<file path="config.mk">
export PLATFORM = sky130hd
export DESIGN_NAME = matmul_job_sched
export DESIGN_NICKNAME = d
export VERILOG_FILES = /design/src/rtl/matmul_job_sched.sv
export SDC_FILE = /design/constraint.sdc
export NUM_CORES = 1
export LEC_CHECK = 0
export CAP_MARGIN = 10
export CORE_MARGIN = 2
export CORE_UTILIZATION = 50
export CTS_CLUSTER_DIAMETER = 200
export DETAILED_ROUTE_END_ITERATION = 8
export PLACE_DENSITY = 0.84
export SETUP_SLACK_MARGIN = 0.02
export SLEW_MARGIN = 20
export SYNTH_ARGS = -nofsm -noshare
export SYNTH_HDL_FRONTEND = slang
export SYNTH_SLANG_ARGS = --single-unit
</file>
<file path="constraint.sdc">
create_clock -name clk -period 2.21 [get_ports clk]
set_input_delay 0.3315 -clock clk [delete_from_list [all_inputs] [get_ports clk]]
set_output_delay 0.3315 -clock clk [all_outputs]
set_load 0.01 [all_outputs]
</file>
<file path="src/rtl/matmul_job_sched.sv">
// Job scheduler for the 4x4 matmul + 2x2 avg-pool engine.
// Queues job descriptors, launches them one at a time over the engine
// kick/ready handshake, watchdogs each job and returns a completion record.
module matmul_job_sched #(
   parameter int FIFO_DEPTH = 4,
   parameter int ADDR_W     = 10,
   parameter int TAG_W      = 4,
   parameter int TIMEOUT    = 1023,
   parameter int CNT_W      = 8
) (
   input  logic              clk,
   input  logic              rst,
   input  logic              job_valid,
   output logic              job_ready,
   input  logic [ADDR_W-1:0] job_base_a,
   input  logic [ADDR_W-1:0] job_base_b,
   input  logic [ADDR_W-1:0] job_base_c,
   input  logic [TAG_W-1:0]  job_tag,
   output logic              eng_kick,
   input  logic              eng_ready,
   output logic              eng_abort,
   output logic [ADDR_W-1:0] eng_base_a,
   output logic [ADDR_W-1:0] eng_base_b,
   output logic [ADDR_W-1:0] eng_base_c,
   output logic              done_valid,
   input  logic              done_ready,
   output logic [TAG_W-1:0]  done_tag,
   output logic              done_err,
   output logic              busy,
   output logic [CNT_W-1:0]  jobs_done
);

   localparam int PTR_W = $clog2(FIFO_DEPTH);
   localparam int TMO_W = $clog2(TIMEOUT + 1);
   // Cycles the engine gets to drop ready after a kick before the job is failed
   localparam logic [TMO_W-1:0] START_LAST = TMO_W'(3);

   typedef struct packed {
      logic [ADDR_W-1:0] a;
      logic [ADDR_W-1:0] b;
      logic [ADDR_W-1:0] c;
      logic [TAG_W-1:0]  tag;
   } job_t;

   typedef enum logic [2:0] {
      S_IDLE, S_LAUNCH, S_WAIT_START, S_WAIT_DONE, S_REPORT
   } state_t;

   job_t             mem [FIFO_DEPTH];
   job_t             job_in, head;
   logic [PTR_W:0]   wr_ptr, rd_ptr;
   logic             empty, full, push, pop;
   state_t           state;
   logic [TMO_W-1:0] cnt;
   logic             err_r;
   logic [TAG_W-1:0] tag_r;

   // Extra pointer MSB distinguishes full from empty when the indices match
   assign empty  = (wr_ptr == rd_ptr);
   assign full   = (wr_ptr[PTR_W] != rd_ptr[PTR_W]) &&
                   (wr_ptr[PTR_W-1:0] == rd_ptr[PTR_W-1:0]);
   assign push   = job_valid && !full;
   // Pop looks at registered occupancy, so a job pushed into an empty queue
   // is launched at the earliest one cycle after its push
   assign pop    = (state == S_IDLE) && !empty && eng_ready && !done_valid;
   assign job_in = '{a: job_base_a, b: job_base_b, c: job_base_c, tag: job_tag};
   assign head   = mem[rd_ptr[PTR_W-1:0]];

   assign job_ready = !full;
   assign busy      = (state != S_IDLE) || !empty || done_valid;

   // Descriptor storage; contents are don't-care until pushed
   always_ff @(posedge clk) begin
      if (push) mem[wr_ptr[PTR_W-1:0]] <= job_in;
   end

   // Queue pointers
   always_ff @(posedge clk or posedge rst) begin
      if (rst) begin
         wr_ptr <= '0;
         rd_ptr <= '0;
      end else begin
         if (push) wr_ptr <= wr_ptr + 1'b1;
         if (pop)  rd_ptr <= rd_ptr + 1'b1;
      end
   end

   // Launch/watchdog/report FSM with registered engine and completion outputs
   always_ff @(posedge clk or posedge rst) begin
      if (rst) begin
         state      <= S_IDLE;
         eng_kick   <= 1'b0;
         eng_abort  <= 1'b0;
         eng_base_a <= '0;
         eng_base_b <= '0;
         eng_base_c <= '0;
         tag_r      <= '0;
         err_r      <= 1'b0;
         cnt        <= '0;
         done_valid <= 1'b0;
         done_tag   <= '0;
         done_err   <= 1'b0;
         jobs_done  <= '0;
      end else begin
         eng_kick  <= 1'b0;
         eng_abort <= 1'b0;
         if (done_valid && done_ready) done_valid <= 1'b0;
         case (state)
            S_IDLE: begin
               if (pop) begin
                  eng_base_a <= head.a;
                  eng_base_b <= head.b;
                  eng_base_c <= head.c;
                  tag_r      <= head.tag;
                  eng_kick   <= 1'b1;
                  state      <= S_LAUNCH;
               end
            end
            S_LAUNCH: begin
               cnt   <= '0;
               state <= S_WAIT_START;
            end
            S_WAIT_START: begin
               if (!eng_ready) begin
                  cnt   <= '0;
                  state <= S_WAIT_DONE;
               end else if (cnt == START_LAST) begin
                  err_r <= 1'b1;
                  state <= S_REPORT;
               end else begin
                  cnt <= cnt + 1'b1;
               end
            end
            S_WAIT_DONE: begin
               if (eng_ready) begin
                  err_r <= 1'b0;
                  state <= S_REPORT;
               end else if (cnt == TMO_W'(TIMEOUT)) begin
                  eng_abort <= 1'b1;
                  err_r     <= 1'b1;
                  state     <= S_REPORT;
               end else begin
                  cnt <= cnt + 1'b1;
               end
            end
            S_REPORT: begin
               done_valid <= 1'b1;
               done_tag   <= tag_r;
               done_err   <= err_r;
               if (!err_r) jobs_done <= jobs_done + 1'b1;
               state <= S_IDLE;
            end
            default: state <= S_IDLE;
         endcase
      end
   end

endmodule
</file>
==> qor.yml <==
final_layout:
  final_core_utilization: 0.628
  area_growth_pct: 24.2
  nets: 575
  drive_above_1_share: 0.241
  final_cells: 761
clock_tree:
  clk_latency_ns: 0.49
  cts_tree: "built"
  hold_buffers: 0
  cts.clk_slew.worst_paths_ns: 0.06
  clockRootBuffer: "clkbuf_16"
  htreeDepth: 1
  clockBufferDepth: 3
  cts_sinks: 206
  cts_made_buffers: 21
power:
  ir_worst_vdd_v: 0.000859
  power.density_nw_per_um2: 1310
  power_mw: 12.9
  p_leak_nw: 3.54
floorplan:
  die_x_um: 130
  dieHeight_um: 130
  start_util: 0.506
  rows: 46
  die_area_um2: 16900
  core-area_um2: 15700
  io_pins: 87
detailed_routing:
  dr.pass1.iters: 4
  initialDrtViolationCount: 294
  drc: 0
  vias: 4185
  routed_wl_um: 14300
  vias_per_cell: 5.50
  ant_nets: 0
  wire_per_inst_um: 18.8
timing:
  min_period_ns: 2.10
  fmax_mhz: 476
  fin_crit_sh: 0.950
  tightest_slew_ns: 0.724
  fin_tns_setup_ns: 0
  setup_viol: 0
  hold_viol_final: 0
  finClkSkew_ns: 0.00970
  drv_slew: 0
  rsz0062_at_grt: "no"
  slew_headroom: 0.512
job:
  cap_violations: 0
min_path:
  hp-class: "in2async"
logic_synthesis:
  synth_most_common_cell: "edfxtp_1"
  synth_cell_types: 41
  yosysWarnings: 0
  synthTopCellsByCount: "edfxtp_1, dfrtp_1, mux2_2, mux4_2, nand2_1"
  seq_area_frac_synth: 0.737
  synth.cell_area_um2: 7920
  netlist.area_leader.share: 0.516
  synthCells: 422
  synth_top_cell_by_area: "edfxtp_1"
  syn_nets: 468
  synth_edf_count: 136
  synth.avg_cell_area_um2: 18.8
  synth-async-reset-ratio: 0.340
  synth.area.top_cells: "edfxtp_1, dfrtp_1, mux4_2, mux2_2, ha_1"
  yosys_most_used_dff: "edfxtp_1"
  ys_ff_latch: 206
critical_path:
  required_ns: 1.88
  crit_fanout: 2
  arrival_ns: 1.77
  cp-start-kind: "register"
  worst-setup-path-type: "reg2out"
  endpoint_kind: "primary output"
global_route:
  grt_pass1_vias: 4335
  gr-usage-all-layers: 0.177
  use_met2: 0.298
  grt_antenna_before_repair: 0
  grt_overflow: 0
  grt_pass1_wl_um: 22900
  grt_max_degree: 71
  use_met1: 0.240
  use_met3: 0.0414
  grt.busiest_layer: "met2"
place:
  numPlacedInstances: 721
  hpwlAfterDp_um: 8770
  portBuffers: 86
  gp_congestion: 0.900
status:
  status: "finished, final reports clean"
## metrics by stage
| stage | hold slack [ns] | area (µm²) | setup slack (ns) |
|---|---|---|---|
| 2_1_floorplan | 0.428 | 7920 | 0.110 |
| 3_3_place_gp | 0.461 | 9190 | 0.125 |
| 3_5_place_dp | 0.488 | 9190 | 0.0469 |
| 4_1_cts | 0.253 | 9830 | 0.0376 |
| 5_1_grt | 0.324 | 9830 | 0.0369 |
| 6_report | 0.247 | 9840 | 0.109 |
## power by group
part           leakage, nW  internal [mW]  total (mW)  switching [mW]
sequential            2.12           5.25        5.75           0.496
clock                0.304           1.82        3.16            1.34
combinational         1.11           2.20        4.01            1.81
total                 3.54           9.27        12.9            3.65
## final cells by class
class / instances / area (µm²)
Antenna cell: 1 / 2.50
Clock buffer: 30 / 579
Clock inverter: 8 / 38.8
Fill cell: 1106 / 5820
Inverter: 5 / 20.0
Multi-Input combinational cell: 194 / 2020
Sequential cell: 206 / 5840
Tap cell: 216 / 270
Timing Repair Buffer: 101 / 1070
## placed cells by master, fill, tap and decap left out, types with 6 or more instances in the layout
cell type        synthesis  final
nand4_1                  6      6
dfrtp_1                 70     68
o21ai_0                 11     11
clkbuf_16                0     21
clkbuf_1                 8      7
ha_1                     7      7
nand3_1                  7      7
clkdlybuf4s50_1          0     84
o31ai_1                 11     11
mux2_2                  40     40
edfxtp_1               136    136
buf_12                   0      8
nor2_1                  13     13
xnor2_1                  9      8
nand2_1                 14     14
mux4_2                  34     34
buf_4                    0      7
## routing by layer
layer  up-vias  wire length (µm)
met2       144              7260
li1       1879                 -
met5         -                 0
met4         0               231
met3        22               968
met1      2140              5880
## critical path: stages (launching register included)
cell           delay, ns
dfrtp_1             0.40
xor2_1              0.18
nand3b_1            0.23
nand2b_1            0.18
dlygate4sd2_1       0.29
## path summary, 6_finish.rpt
kind,startpoint,end,slack (ns),depth (start not counted)
worst min register to register,jobs_done[7]$_DFFE_PP0P_,jobs_done[7]$_DFFE_PP0P_,0.49,1
max in group asynchronous,rst,eng_base_c[0]$_DFFE_PP0P_,1.64,3
worst max register to register,cnt[0]$_DFFE_PP0P_,cnt[6]$_DFFE_PP0P_,0.16,6
min in group clk,done_ready,done_valid$_DFFE_PP0P_,0.41,2
worst max-delay path,rd_ptr[2]$_DFFE_PP0P_,busy,0.11,4
worst min-delay path,rst,jobs_done[1]$_DFFE_PP0P_,0.25,3
## logic make-up (layout without fill, tap and decap cells)
logic type,after synthesis,count (layout),synth area share
buf+inv,22,144,0.0115
other cells,0,1,0
flops,206,206,0.737
fa+ha+maj,7,7,0.0111
simple gates,67,67,0.0441
xor+xnor,14,14,0.0155
mux,74,74,0.154
compound gates,32,32,0.0273
## registers in the layout, indices dropped and copies added (netlist names), 3 cells and up
| signal | cells |
|---|---|
| mem | 136 |
| cnt | 10 |
| eng_base_a | 10 |
| eng_base_b | 10 |
| eng_base_c | 10 |
| jobs_done | 8 |
| done_tag | 4 |
| tag_r | 4 |
| rd_ptr | 3 |
| state | 3 |
| wr_ptr | 3 |
## repair_timing
action | in CTS | in global routing
resized for setup | 4 | 1
buffers inserted | 1 | 0
endpoints found under the setup margin | 2 | 6
pin swaps | 1 | 1
(Power assumes the default switching activity.)
==> RTL change 1, RTL diff (same flow settings) <==
The 5 states of `state_t` get a one-hot encoding in 5 bits.
--- a/src/rtl/matmul_job_sched.sv
+++ b/src/rtl/matmul_job_sched.sv
@@ -44,4 +44,4 @@
 
-   typedef enum logic [2:0] {
-      S_IDLE, S_LAUNCH, S_WAIT_START, S_WAIT_DONE, S_REPORT
+   typedef enum logic [4:0] {
+      S_IDLE = 5'b00001, S_LAUNCH = 5'b00010, S_WAIT_START = 5'b00100, S_WAIT_DONE = 5'b01000, S_REPORT = 5'b10000
    } state_t;
Behaviour: no difference found for any inputs over 10 cycles, from zero or initial values and one cycle with rst high; not proved beyond that.
==> RTL change 1 against the original RTL <==
- non-clock buffer count up 4
- setup slack worse by 110 ps
- largest cell class unchanged
- critical path depth up 2
- die area up 3.2%
- clock skew up 7.1 ps
- combinational power up 4%
- highest routed layer is now met5
- sequential cell count up 2
- design area up 3.5%
- routed wire length up 13%
- total power up 4.6%
- largest power group unchanged
- global-route usage up 0.85 points
- critical endpoint is now eng_base_c[0]
- synthesized area up 3.3%
==> RTL change 1: results <==
[cells_and_area]
nFillCells = 1080
multi_input_cells = 202
seq_area_share_pct = 57.83
multiInputGateArea_mm2 = 0.002171
signal_buffers = 105
n_antenna_cell = 0
buffer_area_share_pct = 10.61

[setup_path]
arrival_ps = 2580
cp_slowest_cell = "dfstp_2"
max_stage_delay_ps = 520
setup.worst_path.end = "eng_base_c[0]"
reg2reg_from = "state[0]"

[global_route]
grt_max_degree = 37
use_met2_pct = 31.42
grt_use_met3_pct = 4.921

[sta]
skew_ps = 16.76

[pwr]
power_clock_mw = 3.66
p_leak_nw = 3.773
peakVddDrop_uv = 800.4

[yosys]
synthArstFlopShare_pct = 34.62
synth.top_cells.by_area = "edfxtp_1, dfrtp_1, mux4_2"
synth_seq_area_share_pct = 72.00
synthTopCellsByCount = "edfxtp_1, dfrtp_1, mux4_2"
ys_types = 51
syn_inst = 441
synth_nets = 488

[detailed_routing]
avgRoutedWirePerCell_um = 20.75
drt_first_iter_violations = 310
top_layer = "met5"
vias = 4341

[place]
place.gp.congestion = 0.7851
dp_hpwl_um = 9490
postPlaceCellArea_mm2 = 0.009353

[outcome]
status = "complete, no violations"
-- RTL change 1: changes by cell type in the layout (fill, tap and decap cells not counted), sizes merged, moves of 4 or more --
cell	before	now
o21ai	11	18
inv	5	11
o31ai	11	5
a21oi	2	6
and3	5	9
buf	15	19
-- RTL change 1: per-stage QoR --
step | total power [mW] | worst slack, ps | TNS, ps | hold WS, ps
floorplan | 8.167 | 55.24 | 0 | 427.9
global placement | 9.492 | 42.39 | 0 | 456.2
detailed placement | 9.620 | -34.34 | -37.54 | 463.9
CTS | 13.35 | -68.35 | -334.2 | 215.9
global route | 14.09 | -55.02 | -622.7 | 264.2
finish | 13.51 | 2.641 | 0 | 205.1
-- RTL change 1: kinds of logic after synthesis --
logic type      share of synthesized area, %
mux                                    15.20
compound gates                         2.923
simple gates                           5.019
flops                                  72.00
fa+ha+maj                              1.224
xor+xnor                               1.591
buf+inv                                2.050
==> RTL change 2, RTL diff (same flow settings) <==
Made on the original files. The parameter `TAG_W` goes from 4 to 5.
--- a/src/rtl/matmul_job_sched.sv
+++ b/src/rtl/matmul_job_sched.sv
@@ -6,3 +6,3 @@
    parameter int ADDR_W     = 10,
-   parameter int TAG_W      = 4,
+   parameter int TAG_W      = 5,
    parameter int TIMEOUT    = 1023,
Ports: changed (resized done_tag and job_tag); port bits go from 87 to 89. No check against the original RTL was run, so the function may have changed too.
==> RTL change 2 against the original RTL <==
- routed wire length rose by 8.9%
- design area rose by 7.4%
- synthesized area rose by 8.5%
- die area rose by 8.2%
- synthesized cell count rose by 6.2%
- global-route usage fell by 0.085 points
- via count rose by 4.7%
- sequential cell count rose by 6
- register-to-register slack improved by 80 ps
- non-clock buffer count rose by 5
- total power rose by 12%
- setup slack improved by 49 ps
- highest routed layer unchanged
==> RTL change 2: results <==
[cells_and_area]
drive_gt1_share_pct = 23.78
n_antenna_cell = 0
largest_register_ff_count = 140
final_nets = 607

[clock_tree]
h-tree-depth = 1
path_clk_slew_ps = 60
cts_root_buffer = "clkbuf_16"
cts_made_buffers = 22
clk_latency_ps = 500
clk_path_buf_depth = 3

[detailed_routing]
vias = 4380
dr.pass1.iters = 4
drt_first_iter_violations = 198
wl_um = 15620

[sta]
holdWs_ps = 195.6
skew_ps = 14.30
worstMarginPinSlew_ps = 600.2
max_freq_mhz = 487.4
finalHoldViolations = 0

[yosys]
ys_types = 43
yosysWarningCount = 0
synth_seq_area_share_pct = 69.93
synth.top_cells.by_area = "edfxtp_1, dfrtp_1, mux2_4"
synth_edf_count = 140
synth_nets = 495
synthTopCellsByCount = "edfxtp_1, dfrtp_1, mux2_4"
synthArstFlopShare_pct = 33.96

[place]
numPortBuffers = 88
dp_hpwl_um = 9967
place_ws_ps = 51.55
place.gp.congestion = 0.8220

[outcome]
status = "complete, no violations"

[global_route]
grt_pass1_wl_um = 25030
grt_usage_pct = 17.61
grt_pass1_vias = 4771
antenna_found_initial = 0
grt_max_degree = 38

[pwr]
peakVddDrop_uv = 908.4
p_sw_mw = 4.213
p_leak_nw = 4.012

[setup_path]
worstPathMaxFanout = 3
r2r_cells = 5
rrSetupSlack_ps = 240
setup.worst_path.end = "busy"
arrival_ps = 1720
cp-startpoint = "rd_ptr[0]"
reg2reg_from = "wr_ptr[2]"
r2r_end = "mem[3][19]"

[worst_hold_path]
min-delay-path-class = "in -> async"
## RTL change 2: cell types whose count changed in the layout (fill, tap and decap cells not counted), moves of 7 or more
cell / delta
mux2_4: +36
o31ai_1: -11
mux4_1: +13
mux2_2: -34
nor2_1: -8
o211ai_1: +7
inv_1: +15
a22oi_1: +7
mux4_2: -12
## RTL change 2: metal layers
layer	vias to the layer above	track usage, %	share of wire [%]
met2	158	30.37	50
met5	-	0	0
li1	1977	-	-
met1	2221	22.96	41
met3	24	4.092	6.5
met4	0	4.109	1.9
## RTL change 2: worst min path at each step
stage                  from             to
2_1_floorplan    done_ready     done_valid
6_report                rst   jobs_done[2]
4_1_cts                 rst  eng_base_b[7]
3_5_place_dp       done_err       done_err
3_3_place_gp   jobs_done[7]   jobs_done[7]
5_1_grt                 rst   jobs_done[6]
## RTL change 2: repair_timing
action                                  in CTS  in global routing
pin swaps                                    2                  0
buffers inserted                             2                  0
endpoints found under the setup margin       2                  2
resized for setup                            7                  3
hold endpoints to repair                     0                  0
gates cloned                                 0                  0
## RTL change 2: logic make-up after synthesis
family | share of synthesized area [%]
adders and majority gates | 1.020
and+or+nand+nor | 3.773
muxes | 17.06
AOI/OAI and AO/OA | 3.730
DFF | 69.93
xor gates and xnor gates | 1.719
buffers and inverters | 2.768
## RTL change 2: layout make-up
class                      instances  area [µm²]
multi-input combinational        199        2385
tap                              220       275.3
inverter                          19       72.57
fill                            1148        6136
clock inverter                     8       75.07
sequential                       212        6012
clock buffer                      32       628.1
timing repair buffer             106        1117
## RTL change 2: power by group through the flow
| stage | Combinational (mW) | Sequential [mW] | Clock, mW |
|---|---|---|---|
| floorplan | 3.05 | 6.10 | 0 |
| global placement | 4.57 | 6.10 | 0 |
| detailed placement | 4.72 | 6.17 | 0 |
| CTS | 4.81 | 6.14 | 3.60 |
| global route | 5.11 | 6.25 | 3.76 |
| finish | 4.75 | 6.14 | 3.53 |
## RTL change 2: through the flow
stage               area, µm²  total power [mW]  std cells
CTS                     10560             14.55        796
finish                  10570             14.42        796
detailed placement       9807             10.89        754
floorplan                8593             9.155        448
global route            10570             15.12        796
global placement         9807             10.67        754
## RTL change 2: critical path, cell delays in order, from the launching register on
cell	delay, ps
dfrtp_2	460
xor2_2	220
nor3_2	160
nand2_1	100
dlygate4sd2_1	300
